`config.mk`:
```
export PLATFORM = sky130hd
export DESIGN_NAME = multicycle_add_sub
export DESIGN_NICKNAME = d
export VERILOG_FILES = /design/src/rtl/multicycle_add_sub_pkg.sv /design/src/rtl/multicycle_add_sub_chunk_adder.sv /design/src/rtl/multicycle_add_sub.sv
export SDC_FILE = /design/constraint.sdc
export NUM_CORES = 1
export LEC_CHECK = 0
export BUFFER_PORTS_ARGS = -buffer_cell sky130_fd_sc_hd__buf_2
export CELL_PAD_IN_SITES_DETAIL_PLACEMENT = 0
export CELL_PAD_IN_SITES_GLOBAL_PLACEMENT = 2
export CORE_MARGIN = 10
export CORE_UTILIZATION = 33
export CTS_CLUSTER_DIAMETER = 100
export DETAILED_ROUTE_END_ITERATION = 6
export HOLD_SLACK_MARGIN = 0.1
export PLACE_DENSITY = 0.77
export SLEW_MARGIN = 5
export SYNTH_ARGS = -nofsm -noshare
export SYNTH_HDL_FRONTEND = slang
export SYNTH_SLANG_ARGS = --single-unit
export TNS_END_PERCENT = 50
```
`constraint.sdc`:
```
create_clock -name clk -period 4.4 [get_ports clk]
set_input_delay 0.22 -clock clk [delete_from_list [all_inputs] [get_ports clk]]
set_output_delay 0.22 -clock clk [all_outputs]
set_load 0.05 [all_outputs]
```
`src/rtl/multicycle_add_sub_pkg.sv`:
```
// Shared types and helpers for the chunk-serial adder/subtractor.
//   state_t    : two-state sequencing FSM (IDLE, RUN)
//   idx_width(): width of the chunk index counter, never below one bit
package multicycle_add_sub_pkg;

   typedef enum logic {
      ST_IDLE = 1'b0,
      ST_RUN  = 1'b1
   } state_t;

   // A single-chunk configuration still needs a one-bit index register.
   function automatic int idx_width(input int nchunk);
      return (nchunk > 1) ? $clog2(nchunk) : 1;
   endfunction

endpackage : multicycle_add_sub_pkg

```
`src/rtl/multicycle_add_sub_chunk_adder.sv`:
```
// Combinational CHUNK-bit adder slice used once per RUN cycle.
// Ports:
//   a, b   : CHUNK-bit addends
//   cin    : carry into bit 0
//   sum    : CHUNK-bit sum
//   cout   : carry out of the top bit
//   c_msb  : carry into the top bit (feeds signed-overflow detection)
module chunk_adder #(
   parameter int CHUNK = 8
) (
   input  logic [CHUNK-1:0] a,
   input  logic [CHUNK-1:0] b,
   input  logic             cin,
   output logic [CHUNK-1:0] sum,
   output logic             cout,
   output logic             c_msb
);

   assign {cout, sum} = {1'b0, a} + {1'b0, b} + {{CHUNK{1'b0}}, cin};

   // The top sum bit is a ^ b ^ carry_in, so the carry into it falls out by
   // XORing the operands back off; this works for CHUNK = 1 as well.
   assign c_msb = sum[CHUNK-1] ^ a[CHUNK-1] ^ b[CHUNK-1];

endmodule : chunk_adder

```
`src/rtl/multicycle_add_sub.sv`:
```
// Chunk-serial WIDTH-bit adder/subtractor, CHUNK bits per clock, with a
// registered carry between chunks and a start/busy/done handshake.
// Ports:
//   clk, rst_n : clock, asynchronous active-low reset
//   start      : request, accepted only in IDLE (including the done cycle)
//   Sub, C0    : 1 = subtract (C0 ignored), 0 = add with carry-in C0
//   A, B       : operands, captured with start
//   busy       : high while the chunks are being processed
//   done       : one-cycle pulse when Sum/Cout/Overflow are valid
//   Sum        : result, written chunk by chunk, LSB chunk first
//   Cout       : carry out of the MSB (subtract: 1 = no borrow)
//   Overflow   : two's-complement overflow
module multicycle_add_sub
   import multicycle_add_sub_pkg::*;
#(
   parameter int WIDTH = 32,
   parameter int CHUNK = 8
) (
   input  logic             clk,
   input  logic             rst_n,
   input  logic             start,
   input  logic             Sub,
   input  logic             C0,
   input  logic [WIDTH-1:0] A,
   input  logic [WIDTH-1:0] B,
   output logic             busy,
   output logic             done,
   output logic [WIDTH-1:0] Sum,
   output logic             Cout,
   output logic             Overflow
);

   localparam int               NCHUNK   = WIDTH / CHUNK;
   localparam int               IDX_W    = idx_width(NCHUNK);
   localparam logic [IDX_W-1:0] LAST_IDX = IDX_W'(NCHUNK - 1);

   state_t           state;
   logic [WIDTH-1:0] a_q;
   logic [WIDTH-1:0] b_q;
   logic             carry_q;
   logic [IDX_W-1:0] idx;

   logic [CHUNK-1:0] a_chunk;
   logic [CHUNK-1:0] b_chunk;
   logic [CHUNK-1:0] s_chunk;
   logic             c_chunk;
   logic             c_msb;

   // Select the current chunk with constant slices so every index is static.
   // NOTE: defaults first in always_comb so no path leaves a variable
   // unassigned, which would otherwise infer a latch.
   always_comb begin
      a_chunk = '0;
      b_chunk = '0;
      for (int i = 0; i < NCHUNK; i++) begin
         if (idx == IDX_W'(i)) begin
            a_chunk = a_q[i*CHUNK +: CHUNK];
            b_chunk = b_q[i*CHUNK +: CHUNK];
         end
      end
   end

   chunk_adder #(
      .CHUNK (CHUNK)
   ) u_chunk_adder (
      .a     (a_chunk),
      .b     (b_chunk),
      .cin   (carry_q),
      .sum   (s_chunk),
      .cout  (c_chunk),
      .c_msb (c_msb)
   );

   // NOTE: sequential state uses non-blocking assignments only, so every
   // register samples the pre-edge values of its neighbours.
   always_ff @(posedge clk or negedge rst_n) begin
      if (!rst_n) begin
         state    <= ST_IDLE;
         idx      <= '0;
         busy     <= 1'b0;
         done     <= 1'b0;
         Sum      <= '0;
         Cout     <= 1'b0;
         Overflow <= 1'b0;
         carry_q  <= 1'b0;
         a_q      <= '0;
         b_q      <= '0;
      end else begin
         done <= 1'b0;
         case (state)
            ST_IDLE: begin
               if (start) begin
                  a_q     <= A;
                  // Subtraction is A + ~B + 1: invert B and force carry-in.
                  b_q     <= Sub ? ~B : B;
                  carry_q <= Sub | C0;
                  idx     <= '0;
                  busy    <= 1'b1;
                  state   <= ST_RUN;
               end
            end
            ST_RUN: begin
               for (int i = 0; i < NCHUNK; i++) begin
                  if (idx == IDX_W'(i)) begin
                     Sum[i*CHUNK +: CHUNK] <= s_chunk;
                  end
               end
               carry_q <= c_chunk;
               if (idx == LAST_IDX) begin
                  Cout     <= c_chunk;
                  Overflow <= c_msb ^ c_chunk;
                  idx      <= '0;
                  busy     <= 1'b0;
                  done     <= 1'b1;
                  state    <= ST_IDLE;
               end else begin
                  idx <= idx + IDX_W'(1);
               end
            end
            default: state <= ST_IDLE;
         endcase
      end
   end

endmodule : multicycle_add_sub

```
### Yosys cells after proc, flatten, opt, wreduce, memory -nomap -nowiden

Index checks and enable logic that the tools add are counted.

| cells by class | value |
|---|---|
| add/sub/neg operators | 3 |
| equality and inequality tests | 5 |
| multiplexer cells | 22 |
| bitwise logic cells | 6 |
| reduce and logical (&&, ||, !) cells | 7 |

Operators with widths:

| kind | number |
|---|---|
| $mux W8 | 8 |
| $mux W32 | 1 |
| $not A32 Y32 | 1 |
| $reduce_and A2 Y1 | 6 |
| $add A8 B8 Y9 | 1 |
| $add A9 B1 Y9 | 1 |
| $mux W1 | 7 |
| $pmux W1 S2 | 3 |
| $eq A2 B2 Y1 const B | 2 |
| $mux W2 | 2 |
| $pmux W2 S2 | 1 |
| $xor A1 B1 Y1 | 3 |
| $add A2 B1 Y2 const B | 1 |
| $eq A2 B1 Y1 const B | 1 |
| $logic_not A2 Y1 | 1 |
| $ne A2 B1 Y1 const B | 1 |
| $ne A2 B2 Y1 const B | 1 |
| $not A1 Y1 | 1 |
| $or A1 B1 Y1 | 1 |

| word-level totals | value |
|---|---|
| register bits | 104 |
| bits of input ports | 69 |
| output and inout port bits | 36 |
| logic and storage cells | 56 |

### Logic depth before layout (Yosys ltp)

| depth | value |
|---|---|
| depth after elaboration | 10 |
| mapped depth | 18 |
| mapped depth without buffers | 16 |

### By module

A second synthesis with hierarchy kept.

| unflattened totals | value |
|---|---|
| cells, all modules | 482 |
| area, all modules | 5031.1 um^2 |

Modules (own cells, without submodules):

| module | instances | cells each | area each (um^2) | sequential area each (um^2) |
|---|---|---|---|---|
| multicycle_add_sub | 1 | 438 | 4654.5 | 2602.5 |
| chunk_adder | 1 | 44 | 376.6 | 0.0 |

### Least setup slack after synthesis

Ideal clock, no wire load.

| timing path | value |
|---|---|
| kind | reg-to-reg |
| from | register idx[1] |
| to | register Overflow |
| setup time | 0.077 ns |
| arrival | 3.552 ns |
| data required time | 4.323 ns |
| path slack | 0.771 ns |
| stages on the path, launching flop included | 18 |
| path buffers | 2 |
| clock period less this slack | 3.629 ns |
| cells stage by stage | dfrtp_1 > inv_1 > ha_1 > clkbuf_1 > clkbuf_1 > nor2_1 > a21oi_1 > o21ai_0 > mux2i_1 > fa_1 > inv_1 > fa_1 > a21o_1 > a221oi_2 > nor2_2 > a211oi_4 > xnor3_1 > o21ai_1 |

| between the ends | value |
|---|---|
| longest elaborated chain between the ends | 10 |
| elaborated cells between the ends (all ways) | 18 |
| classes of those cells | 2 x add/sub; 3 x eq/ne; 8 x mux; 3 x bitwise; 2 x reduce/logical |

RTL lines:

| element | RTL line | source |
|---|---|---|
| start, declared | multicycle_add_sub.sv:41 | `logic [IDX_W-1:0] idx;` |
| start signal, assigned | multicycle_add_sub.sv:117 | `idx <= idx + IDX_W'(1);` |
| $logic_not A2 Y1 | multicycle_add_sub.sv:56 | `if (idx == IDX_W'(i)) begin` |
| $mux W8 (4 in series) | multicycle_add_sub.sv:56 |  |
| $add A8 B8 Y9 | multicycle_add_sub_chunk_adder.sv:19 | `assign {cout, sum} = {1'b0, a} + {1'b0, b} + {{CHUNK{1'b0}}, cin};` |
| $add A9 B1 Y9 | multicycle_add_sub_chunk_adder.sv:19 |  |
| $xor A1 B1 Y1 (2 in series) | multicycle_add_sub_chunk_adder.sv:23 | `assign c_msb = sum[CHUNK-1] ^ a[CHUNK-1] ^ b[CHUNK-1];` |
| $xor A1 B1 Y1 | multicycle_add_sub.sv:111 | `Overflow <= c_msb ^ c_chunk;` |
| end signal, assigned | multicycle_add_sub.sv:111 |  |
| end, declared | multicycle_add_sub.sv:30 | `output logic Overflow` |

Several ways; a longest one is shown, not always the timed one.
A chain may end at the register's enable or synchronous reset.

### Worst setup path in the final report

Ends and elaborated chain as after synthesis.

==> reports/results.ini <==
[global_route]
grt_max_degree = 63
grt_pass1_vias = 4270
track_usage_pct = 13.6
antenna_found_initial = 0
grt_pass1_wl_um = 21900
gr-total-overflow = 0

[setup_path]
path_buf_inv = 2
reg2regPathDepth = 15
path_class = reg2reg
crit_cells = 15
start_kind = flop
cp.required_ns = 4.69
crit_arrival_ns = 4.01
r2r_start = idx[1]$_DFFE_PN0P_
worstSetupEndpoint = Overflow$_DFFE_PN0P_
cp-startpoint = idx[1]$_DFFE_PN0P_
r2r_end = Overflow$_DFFE_PN0P_
endpoint_kind = flop
worstPathMaxFanout = 18
r2r_slack_ns = 0.68
crit_chain = inv_1 -> ha_1 -> buf_4 -> nor2_1 -> a21oi_1 -> nor2_1 -> a21oi_1 -> o21ai_0 -> fa_1 -> a21o_1 -> a221oi_2 -> nor2_2 -> a211oi_4 -> xnor3_1 -> o21ai_1
cpLargestDelayFamily = compound AO/OA/AOI/OAI gates
cpPeakStageDelay_ns = 0.53
cp_slowest_cell = ha_1

[synthesis]
synth_top_family_by_area = simple AND/OR/NAND/NOR gates
syn_inst = 543
ys_seq_area_share_pct = 51.7
synth-compound-area-share_pct = 10.9
synth_nets = 625
async_flop_share_pct = 100
yosysWarnings = 0
syn_area_per_cell_um2 = 9.27
synthMuxAreaShare_pct = 6.37
yosys.area_share.xor_xnor_pct = 7.06
ys_ff_latch = 104
netlist_area_mm2 = 0.00503
synthAdderAreaFrac_pct = 3.53
synth_flop_cell = dfrtp_1
yosys.area_share.simple_pct = 17.5
synth_edf_count = 0
synth_cell_types = 34

[final_layout]
synthToLayoutAreaGrowth_pct = 26.0
fillers = 1546
nets = 749
layout-drive-gt1-share_pct = 23.4
seqCellArea_mm2 = 0.00260
antennaDiodeCount = 0
multiInputGateArea_mm2 = 0.00229

[sta]
tns_ns = 0
whs_ns = 0.143
max_slew.worst_pin.slew_ns = 0.958
hold_viol_final = 0
fmax_ghz = 0.269
rsz0062_at_grt = no
setup_slack_ns = 0.681
finalSetupViolCount = 0
final_max_slew_viol_count = 0
fin_skew_ns = 0.0122
period_needed_ns = 3.72
post-route-period-util_pct = 84.5
max-slew-margin-rel_pct = 36.1

[detailed_routing]
drc = 0
postRouteAntennaNets = 0
route.met2.wl_um = 6160
viasPerCell = 4.57
met1_length_um = 6210
wl_met3_um = 777
firstDrtPassIters = 5
dr.max_layer_used = met4
wl_um = 13400
first_iter_violations = 229
wl_per_cell_um = 15.6
num_vias = 3933

[clocking]
cts_max_level = 3
clockRootBuffer = clkbuf_16
cts_tree = done
cts_max_path_buffers = 2
clk_latency_ns = 0.36
cts_sinks = 104
tritoncts.num_buffers = 9
path_clk_slew_ns = 0.07
cts-resized-gates = 0

[floorplanning]
die_area_mm2 = 0.0206
start_util_pct = 33.3
num_io_pins = 105
coreArea_mm2 = 0.0151
num_rows = 45
die_w_um = 143
fp.dieH_um = 143

[place]
io_buffers = 104
place_congestion = 0.793
place_ws_ns = 0.678
dp_hpwl_um = 10000

[power]
p_leak_nw = 3.08
power_mw = 5.53
ir_worst_vdd_uv = 331
powerDensity_mw_per_mm2 = 873

[run_status]
status = completed

[hold_path]
hold_class = in2reg

[job]
max-cap-violations = 0

==> routing by layer <==
metal  track usage (%)  vias up
met4              4.94        0
met1              17.2     1809
met5                 0        -
met3              4.09       15
met2              21.4       94
li1                  -     2015
==> cells in the mapped netlist (5+ instances only) <==
| master | number | area (um2) |
|---|---|---|
| nand2_1 | 176 | 661 |
| dfrtp_1 | 104 | 2600 |
| o21ai_0 | 57 | 285 |
| xnor2_1 | 38 | 333 |
| nor2_1 | 31 | 116 |
| a21oi_1 | 27 | 135 |
| clkbuf_1 | 25 | 93.8 |
| mux2_2 | 24 | 270 |
| ha_1 | 11 | 138 |
| inv_1 | 5 | 18.8 |
| mux2i_1 | 5 | 50.1 |
==> placed cells by master, fill, tap and decap left out, types with 2 or more instances in the layout <==
cell type and n:
a21o_1 2, o21ai_1 2, ha_1 11, nor2b_1 3, o21ai_0 57, inv_1 5
nand2b_1 3, xnor2_1 38, mux2_2 24, a21oi_1 27, fa_1 2, nand3b_1 3
clkinv_2 2, buf_2 103, a31oi_1 3, buf_4 8, clkbuf_16 9, nand2_1 176
nor2_1 31, dfrtp_1 104, dlygate4sd3_1 33, clkinv_4 2, mux2i_1 5
==> logic make-up after synthesis <==
logic type	count (synthesis)
and+or+nand+nor	223
DFF	104
AOI/OAI and AO/OA	98
xor gates and xnor gates	39
buffers and inverters	37
muxes	29
adders and majority gates	13
==> stage by stage <==
step,instances,util (%),area [um2]
finish,860,42.0,6340
global route,860,42.0,6340
CTS,860,42.0,6340
detailed placement,811,37.9,5730
global placement,811,37.9,5730
floorplan,543,-,5030
==> tightest hold or removal path, delay by kind of cell <==
family                 cells  cell delay, ns
buffers and inverters      1            0.08
AO/OA/AOI/OAI              1            0.06
XOR/XNOR                   1            0.10
==> state kept, by name, indices dropped and copies added (netlist names), 2 cells and up <==
signal	flops
b_q	32
Sum	32
a_q	32
idx	2
==> final cells by class <==
class                           instances  share of cell area, %
Sequential cell                       104                   41.1
Timing Repair Buffer                  144                   14.3
Inverter                                6                  0.355
Clock inverter                          6                  0.691
Clock buffer                           10                   3.77
Tap cell                              188                   3.71
Multi-Input combinational cell        402                   36.1
==> where the power goes <==
part	switching, mW	internal, mW
Combinational	1.94	1.10
Sequential	0.286	1.43
Clock	0.371	0.401
Total	2.60	2.93
==> worst min path at each step <==
stage	from	endpoint	slack [ns]	depth (start not counted)
after CTS	B[10]	b_q[10]$_DFFE_PN0P_	0.13	3
final	B[1]	b_q[1]$_DFFE_PN0P_	0.14	3
after global placement	rst_n	a_q[7]$_DFFE_PN0P_	0.36	1
after detailed placement	rst_n	Sum[8]$_DFFE_PN0P_	0.37	1
after floorplan	rst_n	Cout$_DFFE_PN0P_	-0.08	0
after global routing	B[29]	b_q[29]$_DFFE_PN0P_	0.15	3
==> timing repair <==
item / in CTS / in global routing
hold endpoints to repair: 93 / 0
setup buffers: 0 / 0
hold buffers: 33 / 0
No activity file was read; power rests on OpenSTA's default activity.
